$ cat src/rtl/melody_sequencer.sv
// Melody sequencer: drives the note decoder either from the manual switches or
// from a small beat-timed melody table played back by a five-state controller.
module melody_sequencer #(
    parameter int DEPTH          = 16,
    parameter int AW             = 4,
    parameter int TICKS_PER_BEAT = 25_000_000,
    parameter int GAP_TICKS      = 2_500_000
) (
    input  logic          CLK,
    input  logic          RST,
    input  logic [7:0]    SW,
    input  logic          PLAY,
    input  logic          STOP,
    input  logic          LOOP,
    input  logic          WR_EN,
    input  logic [AW-1:0] WR_ADDR,
    input  logic [7:0]    WR_NOTE,
    input  logic [3:0]    WR_DUR,
    output logic [7:0]    NOTE,
    output logic          BUSY,
    output logic          DONE,
    output logic [AW-1:0] STEP,
    output logic [2:0]    DBG_STATE
);

    localparam int TW = (TICKS_PER_BEAT > 1) ? $clog2(TICKS_PER_BEAT) : 1;
    localparam int GW = (GAP_TICKS > 1) ? $clog2(GAP_TICKS) : 1;
    localparam logic [TW-1:0] TICK_LAST = TW'(TICKS_PER_BEAT - 1);
    localparam logic [GW-1:0] GAP_LAST  = GW'((GAP_TICKS > 0) ? GAP_TICKS - 1 : 0);
    localparam logic [AW-1:0] STEP_LAST = AW'(DEPTH - 1);

    typedef enum logic [2:0] {
        S_IDLE    = 3'd0,
        S_LOAD    = 3'd1,
        S_NOTE_ON = 3'd2,
        S_GAP     = 3'd3,
        S_FINISH  = 3'd4
    } state_t;

    state_t        r_state;
    state_t        w_state_nxt;
    state_t        w_adv_state;
    logic [AW-1:0] r_step;
    logic [AW-1:0] w_step_nxt;
    logic [AW-1:0] w_adv_step;
    logic [7:0]    r_note;
    logic [7:0]    w_note_nxt;
    logic [TW-1:0] r_tick;
    logic [3:0]    r_beat;
    logic [GW-1:0] r_gap;
    logic [11:0]   r_table [DEPTH];

    logic [11:0]   w_entry;
    logic [7:0]    w_entry_note;
    logic [3:0]    w_entry_dur;
    logic          w_beat_end;
    logic          w_gap_end;

    // Table contents cannot change outside IDLE, so the entry at r_step is
    // stable for the whole LOAD/NOTE_ON/GAP span of that step.
    assign w_entry      = r_table[r_step];
    assign w_entry_note = w_entry[11:4];
    assign w_entry_dur  = w_entry[3:0];
    assign w_beat_end   = (r_tick == TICK_LAST) && (r_beat == 4'd1);
    assign w_gap_end    = (r_gap == GAP_LAST);

    always_comb begin
        w_adv_state = S_LOAD;
        w_adv_step  = r_step + 1'b1;
        if (r_step == STEP_LAST) begin
            if (LOOP) begin
                w_adv_step = '0;
            end else begin
                w_adv_state = S_FINISH;
                w_adv_step  = r_step;
            end
        end
    end

    always_comb begin
        w_state_nxt = r_state;
        w_step_nxt  = r_step;
        case (r_state)
            S_IDLE: begin
                if (PLAY && !STOP) begin
                    w_state_nxt = S_LOAD;
                    w_step_nxt  = '0;
                end
            end
            S_LOAD: begin
                if (w_entry_dur == 4'd0) begin
                    // Looping back only from a non-zero step keeps an empty table from spinning.
                    if (LOOP && (r_step != '0)) begin
                        w_state_nxt = S_LOAD;
                        w_step_nxt  = '0;
                    end else begin
                        w_state_nxt = S_FINISH;
                    end
                end else begin
                    w_state_nxt = S_NOTE_ON;
                end
            end
            S_NOTE_ON: begin
                if (w_beat_end) begin
                    if (GAP_TICKS > 0) begin
                        w_state_nxt = S_GAP;
                    end else begin
                        w_state_nxt = w_adv_state;
                        w_step_nxt  = w_adv_step;
                    end
                end
            end
            S_GAP: begin
                if (w_gap_end) begin
                    w_state_nxt = w_adv_state;
                    w_step_nxt  = w_adv_step;
                end
            end
            S_FINISH: begin
                w_state_nxt = S_IDLE;
            end
            default: begin
                w_state_nxt = S_IDLE;
            end
        endcase
        if (STOP && ((r_state == S_LOAD) || (r_state == S_NOTE_ON) || (r_state == S_GAP))) begin
            w_state_nxt = S_FINISH;
            w_step_nxt  = r_step;
        end
    end

    // NOTE is registered from the next state so it lines up with the state it belongs to.
    always_comb begin
        w_note_nxt = 8'd0;
        case (w_state_nxt)
            S_IDLE:    w_note_nxt = SW;
            S_NOTE_ON: w_note_nxt = w_entry_note;
            default:   w_note_nxt = 8'd0;
        endcase
    end

    always_ff @(posedge CLK) begin
        if (RST) begin
            r_state <= S_IDLE;
            r_step  <= '0;
            r_note  <= 8'd0;
            r_tick  <= '0;
            r_beat  <= 4'd0;
            r_gap   <= '0;
        end else begin
            r_state <= w_state_nxt;
            r_step  <= w_step_nxt;
            r_note  <= w_note_nxt;
            case (r_state)
                S_LOAD: begin
                    r_tick <= '0;
                    r_beat <= w_entry_dur;
                end
                S_NOTE_ON: begin
                    if (r_tick == TICK_LAST) begin
                        r_tick <= '0;
                        r_beat <= r_beat - 4'd1;
                    end else begin
                        r_tick <= r_tick + 1'b1;
                    end
                end
                default: begin
                    r_tick <= r_tick;
                    r_beat <= r_beat;
                end
            endcase
            if (r_state == S_GAP) begin
                r_gap <= r_gap + 1'b1;
            end else begin
                r_gap <= '0;
            end
        end
    end

    always_ff @(posedge CLK) begin
        if (RST) begin
            for (int i = 0; i < DEPTH; i++) begin
                r_table[i] <= 12'd0;
            end
        end else if (WR_EN && (r_state == S_IDLE)) begin
            r_table[WR_ADDR] <= {WR_NOTE, WR_DUR};
        end
    end

    assign NOTE      = r_note;
    assign BUSY      = (r_state != S_IDLE);
    assign DONE      = (r_state == S_FINISH);
    assign STEP      = r_step;
    assign DBG_STATE = r_state;

endmodule

$ cat config.mk
export PLATFORM = sky130hd
export DESIGN_NAME = melody_sequencer
export DESIGN_NICKNAME = d
export VERILOG_FILES = /design/src/rtl/melody_sequencer.sv
export SDC_FILE = /design/constraint.sdc
export NUM_CORES = 1
export LEC_CHECK = 0
export CORE_UTILIZATION = 28
export CTS_BUF_LIST = sky130_fd_sc_hd__clkbuf_4 sky130_fd_sc_hd__clkbuf_8
export DETAILED_ROUTE_END_ITERATION = 10
export DONT_BUFFER_PORTS = 1
export GPL_TIMING_DRIVEN = 0
export PLACE_DENSITY_LB_ADDON = 0.12
export SYNTH_ARGS = -nofsm -noshare
export SYNTH_HDL_FRONTEND = slang
export SYNTH_SLANG_ARGS = --single-unit
$ cat constraint.sdc
create_clock -name CLK -period 3.35 [get_ports CLK]
set_input_delay 0.1675 -clock CLK [delete_from_list [all_inputs] [get_ports CLK]]
set_output_delay 0.1675 -clock CLK [all_outputs]
set_load 0.02 [all_outputs]
==> results by group, run 1 <==
Placement
  • Post-DP HPWL: 22800 um
  • Buffers on Ports: 0
  • Gpl congestion: between 0.7 and 0.8

Detailed routing
  • DRC: 0
  • Post-Route WL: 34900 um
  • Post-route ant nets: 0
  • 1st-iter DRT viols: about 550
  • DR WL/cell: 20.9 um
  • Vias after detailed routing: 7849
  • Router iterations before antenna repair: 4
  • Avg Vias per Cell: ~4.7

Pwr
  • Total chip power: 7.62 mW
  • Internal power: between 5 and 6 mW
  • Net Sw Frac: 23.2%
  • P per Cell Area: 530 nW/um^2
  • Logic gate share of total power: 5.8%
  • Leakage power: 4.95 nW
  • Sequential share of power: a little under half
  • Psw: 1.77 mW
  • Clk pwr share: 46.6%
  • Worst VDD drop: 0.251 mV

Clock tree
  • Longest Clk Path Bufs: 3
  • CTS Sinks: 262
  • TritonCTS clock tree: done
  • Clk Latency, worst-skew pair: about 0.63 ns
  • Worst-path clk slew: approximately 0.060 ns
  • Number of buffers created by CTS: 50
  • Root Driver: clkbuf_8
  • H-tree lvl count: 2

Logic synthesis
  • Syn Std Cell Area: about 12000 um^2
  • Post-synth ARST share: 0%
  • FF+latch count, synth: 262
  • Yosys warnings: 0
  • Mapped Nets: 1013
  • Mapped Cells: around 1000
  • Syn Area/Cell: 12.4 um^2
  • Post-synth cell types: 55
  • EDFF count, synth: 192
  • Commonest cells post-synth: 194 x and2_1, 192 x edfxtp_1, 75 x nor2_1
  • Sequential-to-total area share from yosys stat: between 50% and 60%
  • Main flop type after synthesis: edfxtp_1
  • Synth area leaders: edfxtp_1 47%, dfxtp_1 12%, mux4_2 10%
  • Largest area contributor in the synthesized netlist: edfxtp_1
  • Most numerous cell in the Yosys netlist: and2_1
  • Post-synth top area share: 47.5%

Global route
  • GRT overflow: 0
  • Initial antenna violation count: 0
  • GR Util met2: 25.9%
  • Met1 Use GR: 21.9%
  • Pin count of the biggest net entering global routing: 15
  • Vias in the first global route: approximately 8000
  • GR Util met3: under 10%
  • GRT busiest layer: met2
  • GR Util All Layers: approximately 16%
  • First-pass GRT wire length: 52400 um

Die
  • Cell Rows: 75
  • Core Region: 42300 um^2
  • Total die area: 44200 um^2
  • Initial Util: 28.7%
  • I/O pins: 47
  • Die Y: 210 um
  • Chip width: 210 um

Finish
  • Storage element area: 7170 um^2
  • Layout Nets: 1092
  • Multi-input logic area: 4700 um^2
  • Area added between synthesis and finish: 18.4%
  • Layout cell share with drive strength beyond 1: 17.3%
  • Fill cells: 4199

Timing
  • Setup Skew: ~0.049 ns
  • RSZ-0062 raised after global routing: no
  • Worst hold slack: 0.0313 ns
  • Slew @ Worst Pin: 1.33 ns
  • Final worst-path cycle share: 95.7%
  • # setup viols final: 0
  • Max-slew violations: 0
  • Hold Violations, Final: 0
  • Slew HR: 11.4%
  • Final min period: 3.21 ns
  • Fmax: 0.312 GHz

Critical path
  • Critical path class: register to register
  • Critical path fanouts, max: 8
  • Worst Setup SP: r_gap[0]
  • Req. time, crit path: 3.84 ns
  • Worst-path cell chain: ha_1 -> nand4_1 -> or4_1 -> o31a_1 -> a211oi_2 -> o41ai_4 -> or3b_2 -> buf_2 -> o22ai_1
  • Max stage delay cell, worst path: or4_1
  • Slowest stage delay, CP: 0.64 ns
  • Worst Setup End Kind: register
  • Startpoint types: register
  • CP Data Arrival Time: 3.70 ns
  • Reg2reg start: r_gap[0]

Run
  • Max_cap viols: 0

Worst hold path
  • Worst Hold Class: primary input to register
  • Hold Startpoint: RST

Outcome
  • Status: completed
-- cells by family after synthesis --
family                     Yosys count  synth area share, %
and+or+nand+nor                    442                 20.4
DFF                                262                 59.0
AOI/OAI and AO/OA                  108                 5.57
buffers and inverters               85                 2.72
muxes                               56                 10.4
xor gates and xnor gates            18                 1.30
adders and majority gates            6                0.618
-- metrics by stage --
stage          worst slack, ns  TNS (ns)  cell area (um^2)  utilization (%)  std cells
2_1_floorplan            0.440         0             12100                -        977
3_3_place_gp             -1.03    -10.42             12900             30.4       1554
3_5_place_dp            -0.972     -9.79             12900             30.4       1554
4_1_cts                 0.0401         0             14400             33.9       1673
5_1_grt                0.00382         0             14400             34.0       1673
6_report                 0.144         0             14400             34.0       1674
-- critical path, delay by kind of cell, from the launching register on --
family,cells,cell delay (ns)
AND/OR/NAND/NOR,3,1.28
buffers and inverters,1,0.23
adder cells (fa/ha/maj),1,0.22
flip-flops,1,0.37
AO/OA/AOI/OAI,4,0.98
-- layer usage --
| layer | vias to the layer above | wire length (um) | part of all wire, % |
|---|---|---|---|
| li1 | 3736 | - | - |
| met2 | 178 | 16100 | 46 |
| met1 | 3885 | 16500 | 47 |
| met4 | 0 | 704 | 2.0 |
| met3 | 50 | 1660 | 4.8 |
| met5 | - | 0 | 0 |
-- power groups by stage --
stage / Combinational (mW) / Clock, mW / Sequential [mW]
CTS: 0.448 / 3.66 / 3.63
finish: 0.439 / 3.55 / 3.63
global placement: 0.402 / 0 / 3.70
detailed placement: 0.400 / 0 / 3.70
global route: 0.474 / 3.80 / 3.64
floorplan: 0.259 / 0 / 3.68
-- area by class of cell --
type	count	area share, %
antenna	1	0.0174
buffer	59	1.82
clock buffer	81	7.15
clock inverter	11	0.844
inverter	26	0.679
multi-input combinational	630	32.7
sequential	262	49.9
tap	577	5.02
timing repair buffer	27	1.88
-- placed cells by master, fill, tap and decap left out, drive strengths merged, types with 3 or more instances in the layout --
cell type and n:
a22oi 6, o22ai 8, clkinv 6, and2 194, and4 3, mux4 56, nand3b 5, nand2 44
ha 6, a211oi 3, xnor2 7, nand3 30, a311oi 6, nand2b 9, nor3 11, buf 6
nor4 6, o41ai 3, dfxtp 70, a21o 3, o21ai 27, edfxtp 192, or3 8, or4 5
and3 7, or2 21, clkbuf 134, inv 28, nor2b 5, nor4b 3, dlygate4sd3 27, nor2 75
a31oi 4, nand4 10, a21oi 34, xor2 11
-- flip-flops by register name, summed over array words and instances (netlist names), named ones only --
register and flops:
r_tick 25, r_beat 4, r_table 192, NOTE 8, DBG_STATE 3, r_gap 22, STEP 4
-- what timing repair did --
item / 4_1_cts / 5_1_grt
gates resized for setup: 16 / 5
hold buffers: 27 / 0
setup buffers: 0 / 0
endpoints found under the setup margin: 18 / 7
pin swaps: 0 / 3
hold endpoints to repair: 91 / 0
-- final timing paths --
check                 end  slack (ns)  cells past startpoint
max               NOTE[7]        0.14                      9
min          DBG_STATE[2]        0.03                      2
max reg2reg       NOTE[7]        0.14                      9
min reg2reg      r_gap[0]        0.46                      1
Power figures use the tool's default switching activity.
==> run 2, diff against run 1 <==
--- a/config.mk
+++ b/config.mk
@@ -5,12 +5,14 @@
 export SDC_FILE = /design/constraint.sdc
 export NUM_CORES = 1
 export LEC_CHECK = 0
+export CORE_MARGIN = 3
 export CORE_UTILIZATION = 28
 export CTS_BUF_LIST = sky130_fd_sc_hd__clkbuf_4 sky130_fd_sc_hd__clkbuf_8
 export DETAILED_ROUTE_END_ITERATION = 10
 export DONT_BUFFER_PORTS = 1
 export GPL_TIMING_DRIVEN = 0
 export PLACE_DENSITY_LB_ADDON = 0.12
+export SLEW_MARGIN = 20
 export SYNTH_ARGS = -nofsm -noshare
 export SYNTH_HDL_FRONTEND = slang
 export SYNTH_SLANG_ARGS = --single-unit
==> constraint.sdc (replaced) <==
create_clock -name CLK -period 3.6 [get_ports CLK]
set_input_delay 0.18 -clock CLK [delete_from_list [all_inputs] [get_ports CLK]]
set_output_delay 0.18 -clock CLK [all_outputs]
set_load 0.02 [all_outputs]
==> results by group, run 2 (synthesis gave the netlist of run 1 again) <==
Timing
  • Final min period: 3.48 ns (+0.279 ns)
  • Slew @ Worst Pin: 0.978 ns (-0.351 ns)
  • RSZ-0062 raised after global routing: no
  • # setup viols final: 0 (unchanged)
  • Final worst-path cycle share: 96.8% (+1.1 points)
  • Final worst slack: 0.116 ns (-0.0285 ns)
  • Slew HR: 34.8% (+23 points)
  • Fmax: 0.287 GHz (-8.0%)
  • Setup Skew: 0.0473 ns (-0.00221 ns)
  • Hold Violations, Final: 0 (unchanged)
  • Max-slew violations: 0 (unchanged)

Detailed routing
  • DRC: 0 (unchanged)
  • 1st-iter DRT viols: 449 (-19%)
  • Avg Vias per Cell: 4.69 (about the same)
  • Post-route ant nets: 0 (unchanged)
  • Router iterations before antenna repair: 4 (unchanged)
  • DR WL/cell: 20.5 um (-1.6%)
  • Vias after detailed routing: 7862 (+0.17%)
  • Post-Route WL: 34400 um (-1.5%)

Critical path
  • Worst Setup End Kind: register
  • Critical path class: register to register
  • R2R setup slack: 0.12 ns (-0.03 ns)
  • Req. time, crit path: 4.08 ns (+0.24 ns)
  • R2r worst-path depth: 8 (-1)
  • Startpoint types: register
  • Worst R2R End: STEP[2]
  • CP Data Arrival Time: 3.97 ns (+0.27 ns)
  • Critical path fanouts, max: 10 (+2)

Global route
  • GRT overflow: 0 (unchanged)
  • GR Util All Layers: 15.1% (-1.0 points)
  • First-pass GRT wire length: 52400 um (unchanged)
  • Pin count of the biggest net entering global routing: 14 (-1)
  • Vias in the first global route: 8177 (+0.69%)
  • Initial antenna violation count: 0 (unchanged)

Pwr
  • P per Cell Area: 484 nW/um^2 (-8.7%)
  • Leakage power: 4.92 nW (-0.56%)
  • Worst VDD drop: 0.284 mV (+13%)
  • Total chip power: 6.91 mW (-9.3%)

Clock tree
  • Root Driver: clkbuf_8
  • TritonCTS clock tree: done
  • H-tree lvl count: 2 (unchanged)
  • CTS Sinks: 262 (unchanged)
  • Worst-path clk slew: 0.06 ns (about the same)
  • Clk Latency, worst-skew pair: 0.62 ns (about the same)
  • Number of buffers created by CTS: 49 (-2.0%)
  • Longest Clk Path Bufs: 3 (unchanged)
  • Setup bufs post-CTS: 0 (unchanged)

Placement
  • Post-placement cell area: 12900 um^2 (about the same)
  • Gpl congestion: 0.763 (about the same)
  • Post-DP HPWL: 22700 um (-0.58%)
  • Worst slack, placed: -0.671 ns (+0.301 ns)
  • Buffers on Ports: 0 (unchanged)

Finish
  • Fin area: 14300 um^2 (-0.66%)
  • Layout Nets: 1092 (unchanged)
  • Layout cell share with drive strength beyond 1: 16.8% (-0.56 points)
  • Max FFs per register: 192 (unchanged)
  • Largest registers: r_table (192), r_tick (25), r_gap (22)
  • Most flop-heavy register: r_table
  • Area added between synthesis and finish: 17.6%
  • Most common cell after layout, fill and taps aside: and2_1
  • Most frequent cells in the layout: 194 x and2_1, 192 x edfxtp_1, 75 x nor2_1

Die
  • Initial Util: 28.6% (-0.063 points)
  • Core Region: 42400 um^2 (+0.22%)
  • Cell Rows: 75 (unchanged)
  • Die Y: 214 um (+1.9%)
  • Chip width: 214 um (+1.9%)
  • Total die area: 45900 um^2 (+3.8%)
  • I/O pins: 47 (unchanged)

Worst hold path
  • Hold Crit Depth: 2 (unchanged)
  • WHS Endpoint: NOTE[2]
  • Hold Startpoint: RST
  • Worst Hold Class: primary input to register

Outcome
  • Status: completed

Run
  • Max_cap viols: 0 (unchanged)
==> run 2: cell count changes in the layout (fill, tap and decap cells not counted), sizes merged <==
cell / previous run / this run
clkinv: 6 / 10
bufinv: 2 / 0
inv: 28 / 26
buf: 6 / 7
clkbuf: 134 / 133
diode: 1 / 2
dlygate4sd3: 27 / 28
==> run 2: where the power goes <==
group / switching [mW] / internal (mW)
sequential: 0.0429 / 3.33
clock: 1.33 / 1.81
combinational: 0.245 / 0.152
total: 1.62 / 5.29
==> run 2: timing repair <==
action / 4_1_cts / 5_1_grt
endpoints found under the hold margin: 89 / 0
setup endpoints to repair: 17 / 6
gates resized for setup: 5 / 3
hold buffers: 28 / 0
==> run 2: metrics by stage <==
stage	std cells	TNS (ns)	hold slack (ns)	utilization, %
finish	1676	0	0.0435	33.7
global route	1674	0	0.0330	33.7
CTS	1674	0	0.000499	33.6
detailed placement	1554	-6.11	0.333	30.3
global placement	1554	-6.34	0.322	30.3
floorplan	977	0	0.313	-
==> run 2: layer usage <==
| metal | wire, um | share of wire (%) | vias to the layer above | global-route usage [%] |
|---|---|---|---|---|
| li1 | - | - | 3731 | - |
| met1 | 16000 | 47 | 3898 | 20.5 |
| met2 | 15900 | 46 | 183 | 24.2 |
| met3 | 1760 | 5.1 | 50 | 3.43 |
| met4 | 718 | 2.1 | 0 | 4.77 |
| met5 | 0 | 0 | - | 0 |
==> run 2: layout make-up <==
| class | instances | area (um^2) |
|---|---|---|
| Antenna cell | 2 | 5.00 |
| Buffer | 59 | 245 |
| Clock buffer | 81 | 1030 |
| Clock inverter | 11 | 68.8 |
| Fill cell | 4309 | 28100 |
| Inverter | 26 | 97.6 |
| Multi-Input combinational cell | 630 | 4670 |
| Sequential cell | 262 | 7170 |
| Tap cell | 577 | 722 |
| Timing Repair Buffer | 28 | 280 |
==> run 2: how the worst max path moves through the flow <==
stage          slack [ns]           end  cells past startpoint      from
4_1_cts              0.03  DBG_STATE[0]                      9  register
2_1_floorplan        0.69       STEP[2]                      9  register
3_5_place_dp        -0.67       NOTE[7]                      9  register
5_1_grt              0.02       STEP[2]                      8  register
6_report             0.12       STEP[2]                      8  register
3_3_place_gp        -0.71       NOTE[7]                      9  register
==> run 2: critical path, stage by stage (launching register included) <==
cell and delay [ns]:
dfxtp_1 0.41, buf_4 0.28, mux4_2 0.55, a22oi_1 0.34, nand3_1 0.20, or4_4 0.50
o31a_1 0.38, or4_1 0.49, a21oi_1 0.22
==> run 3, diff against run 2 <==
--- a/config.mk
+++ b/config.mk
@@ -5,6 +5,8 @@
 export SDC_FILE = /design/constraint.sdc
 export NUM_CORES = 1
 export LEC_CHECK = 0
+export CELL_PAD_IN_SITES_DETAIL_PLACEMENT = 1
+export CELL_PAD_IN_SITES_GLOBAL_PLACEMENT = 2
 export CORE_MARGIN = 3
 export CORE_UTILIZATION = 28
 export CTS_BUF_LIST = sky130_fd_sc_hd__clkbuf_4 sky130_fd_sc_hd__clkbuf_8
@@ -12,6 +14,7 @@
 export DONT_BUFFER_PORTS = 1
 export GPL_TIMING_DRIVEN = 0
 export PLACE_DENSITY_LB_ADDON = 0.12
+export RECOVER_POWER = 25
 export SLEW_MARGIN = 20
 export SYNTH_ARGS = -nofsm -noshare
 export SYNTH_HDL_FRONTEND = slang
==> results by group, run 3 (synthesis gave the netlist of run 1 again) <==
Outcome
  • Status: completed

Finish
  • Layout Nets: 1092 (unchanged)
  • Most flop-heavy register: r_table
  • Utilization after layout: 33.4% (-0.22 points)
  • Layout cell share with drive strength beyond 1: 15.6% (-1.2 points)
  • Area added between synthesis and finish: 16.8%
  • Most common cell after layout, fill and taps aside: edfxtp_1
  • Diode count: 0 (-2)
  • Max FFs per register: 192 (unchanged)
  • Fill cells: 4629 (+7.4%)
  • Most frequent cells in the layout: 192 x edfxtp_1, 163 x and2_1, 75 x nor2_1
  • Largest registers: r_table (192), r_tick (25), r_gap (22)

Timing
  • Max-slew violations: 0 (unchanged)
  • Hold Violations, Final: 0 (unchanged)
  • Slew @ Worst Pin: 1.34 ns (+0.359 ns)
  • RSZ-0062 raised after global routing: no
  • # setup viols final: 0 (unchanged)
  • Worst hold slack: 0.0704 ns (+0.0269 ns)
  • Fmax: 0.293 GHz (+2.2%)
  • Setup Skew: 0.0285 ns (-0.0188 ns)
  • Slew HR: 10.9% (-24 points)
  • Final worst-path cycle share: 94.7% (-2.0 points)
  • Final min period: 3.41 ns (-0.0737 ns)
  • TNS Setup: 0 ns (unchanged)
  • Final worst slack: 0.189 ns (+0.0737 ns)

Die
  • I/O pins: 47 (unchanged)
  • Cell Rows: 75 (unchanged)
  • Total die area: 45900 um^2 (unchanged)
  • Die Y: 214 um (unchanged)
  • Initial Util: 28.6% (unchanged)
  • Core Region: 42400 um^2 (unchanged)
  • Chip width: 214 um (unchanged)

Clock tree
  • H-tree lvl count: 2 (unchanged)
  • TritonCTS clock tree: done
  • Longest Clk Path Bufs: 3 (unchanged)
  • Number of buffers created by CTS: 50 (+2.0%)
  • Root Driver: clkbuf_8
  • Worst-path clk slew: 0.06 ns (about the same)
  • Clk Latency, worst-skew pair: 0.63 ns (about the same)
  • CTS Sinks: 262 (unchanged)

Detailed routing
  • DRC: 0 (unchanged)
  • Router iterations before antenna repair: 6 (+2)
  • Avg Vias per Cell: 4.78 (+1.9%)
  • 1st-iter DRT viols: 441 (-1.8%)
  • Post-route ant nets: 0 (unchanged)
  • DR WL/cell: 22.3 um (+8.5%)
  • Post-Route WL: 37300 um (+8.3%)
  • Vias after detailed routing: 7998 (+1.7%)

Critical path
  • Startpoint types: register
  • Critical path class: register to register
  • Worst Setup End Kind: register
  • Req. time, crit path: 4.08 ns (about the same)
  • Critical path fanouts, max: 10 (unchanged)
  • CP Data Arrival Time: 3.89 ns (-0.08 ns)

Run
  • Max_cap viols: 0 (unchanged)

Pwr
  • P per Cell Area: 482 nW/um^2 (-0.32%)
  • Net Sw Frac: 24.1% (+0.73 points)
  • Worst VDD drop: 0.246 mV (-13%)
  • Sequential share of power: 49.4% (+0.5 points)
  • Leakage power: 4.82 nW (-2.1%)
  • Clk pwr share: 44.7% (-0.7 points)
  • Psw: 1.65 mW (+2.1%)
  • Logic gate share of total power: 5.9% (+0.2 points)
  • Internal power: 5.19 mW (-1.9%)
  • Total chip power: 6.84 mW (-0.97%)

Placement
  • Buffers on Ports: 0 (unchanged)
  • Worst slack, placed: -0.851 ns (-0.180 ns)
  • Gpl congestion: 0.714 (-6.3%)
  • Post-DP HPWL: 25000 um (+10%)

Global route
  • GR Util met3: 2.93% (-0.50 points)
  • Pin count of the biggest net entering global routing: 15 (+1)
  • GR Util met2: 26.1% (+1.8 points)
  • GRT busiest layer: met2
  • GRT overflow: 0 (unchanged)
  • Initial antenna violation count: 0 (unchanged)
  • Met1 Use GR: 22.6% (+2.1 points)
  • GR Util All Layers: 16.2% (+1.1 points)
  • Vias in the first global route: 8612 (+5.3%)
  • First-pass GRT wire length: 56000 um (+6.8%)

Worst hold path
  • Worst Hold Class: primary input to register
-- run 3: worst max-delay path, cell delays in order (launching register included) --
cell	delay, ns
dfxtp_1	0.32
clkbuf_1	0.42
clkbuf_1	0.60
clkbuf_1	0.76
mux4_2	0.43
mux4_2	0.52
inv_1	0.10
o22ai_1	0.11
-- run 3: power groups by stage --
stage / logic [mW] / registers [mW] / clock network (mW)
final: 0.402 / 3.38 / 3.06
after global routing: 0.442 / 3.39 / 3.31
after CTS: 0.418 / 3.38 / 3.17
after detailed placement: 0.380 / 3.44 / 0
after global placement: 0.378 / 3.44 / 0
after floorplan: 0.241 / 3.43 / 0
-- run 3: stage by stage --
step | instances | instance area (um^2)
6_report | 1673 | 14200
3_3_place_gp | 1554 | 12900
2_1_floorplan | 977 | 12100
5_1_grt | 1673 | 14200
3_5_place_dp | 1554 | 12900
4_1_cts | 1673 | 14200
-- run 3: metal layers --
layer / routed length (um) / vias to the layer above
li1: - / 3731
met1: 17900 / 4080
met2: 17200 / 138
met3: 1530 / 49
met4: 707 / 0
met5: 0 / -
-- run 3: timing repair --
action	in CTS	in global routing
pin swaps	0	0
hold buffers	27	0
endpoints found under the setup margin	17	7
resized for setup	5	2
buffers inserted	0	0
hold endpoints to repair	91	0
-- run 3: layout make-up --
| class | count | area [um^2] | area share, % |
|---|---|---|---|
| Inverter | 26 | 97.6 | 0.688 |
| Tap cell | 577 | 722 | 5.09 |
| Clock buffer | 77 | 922 | 6.50 |
| Buffer | 59 | 245 | 1.73 |
| Sequential cell | 262 | 7170 | 50.5 |
| Clock inverter | 15 | 108 | 0.759 |
| Timing Repair Buffer | 27 | 270 | 1.91 |
| Multi-Input combinational cell | 630 | 4650 | 32.8 |
-- run 3: worst paths after layout --
path	from	to	slack, ns	cells past startpoint
worst min-delay path	PLAY	DBG_STATE[0]	0.07	4
worst max-delay path	register	NOTE[7]	0.19	7
worst min register to register	r_gap[0]	r_gap[0]	0.47	1
worst max register to register	register	NOTE[7]	0.19	7
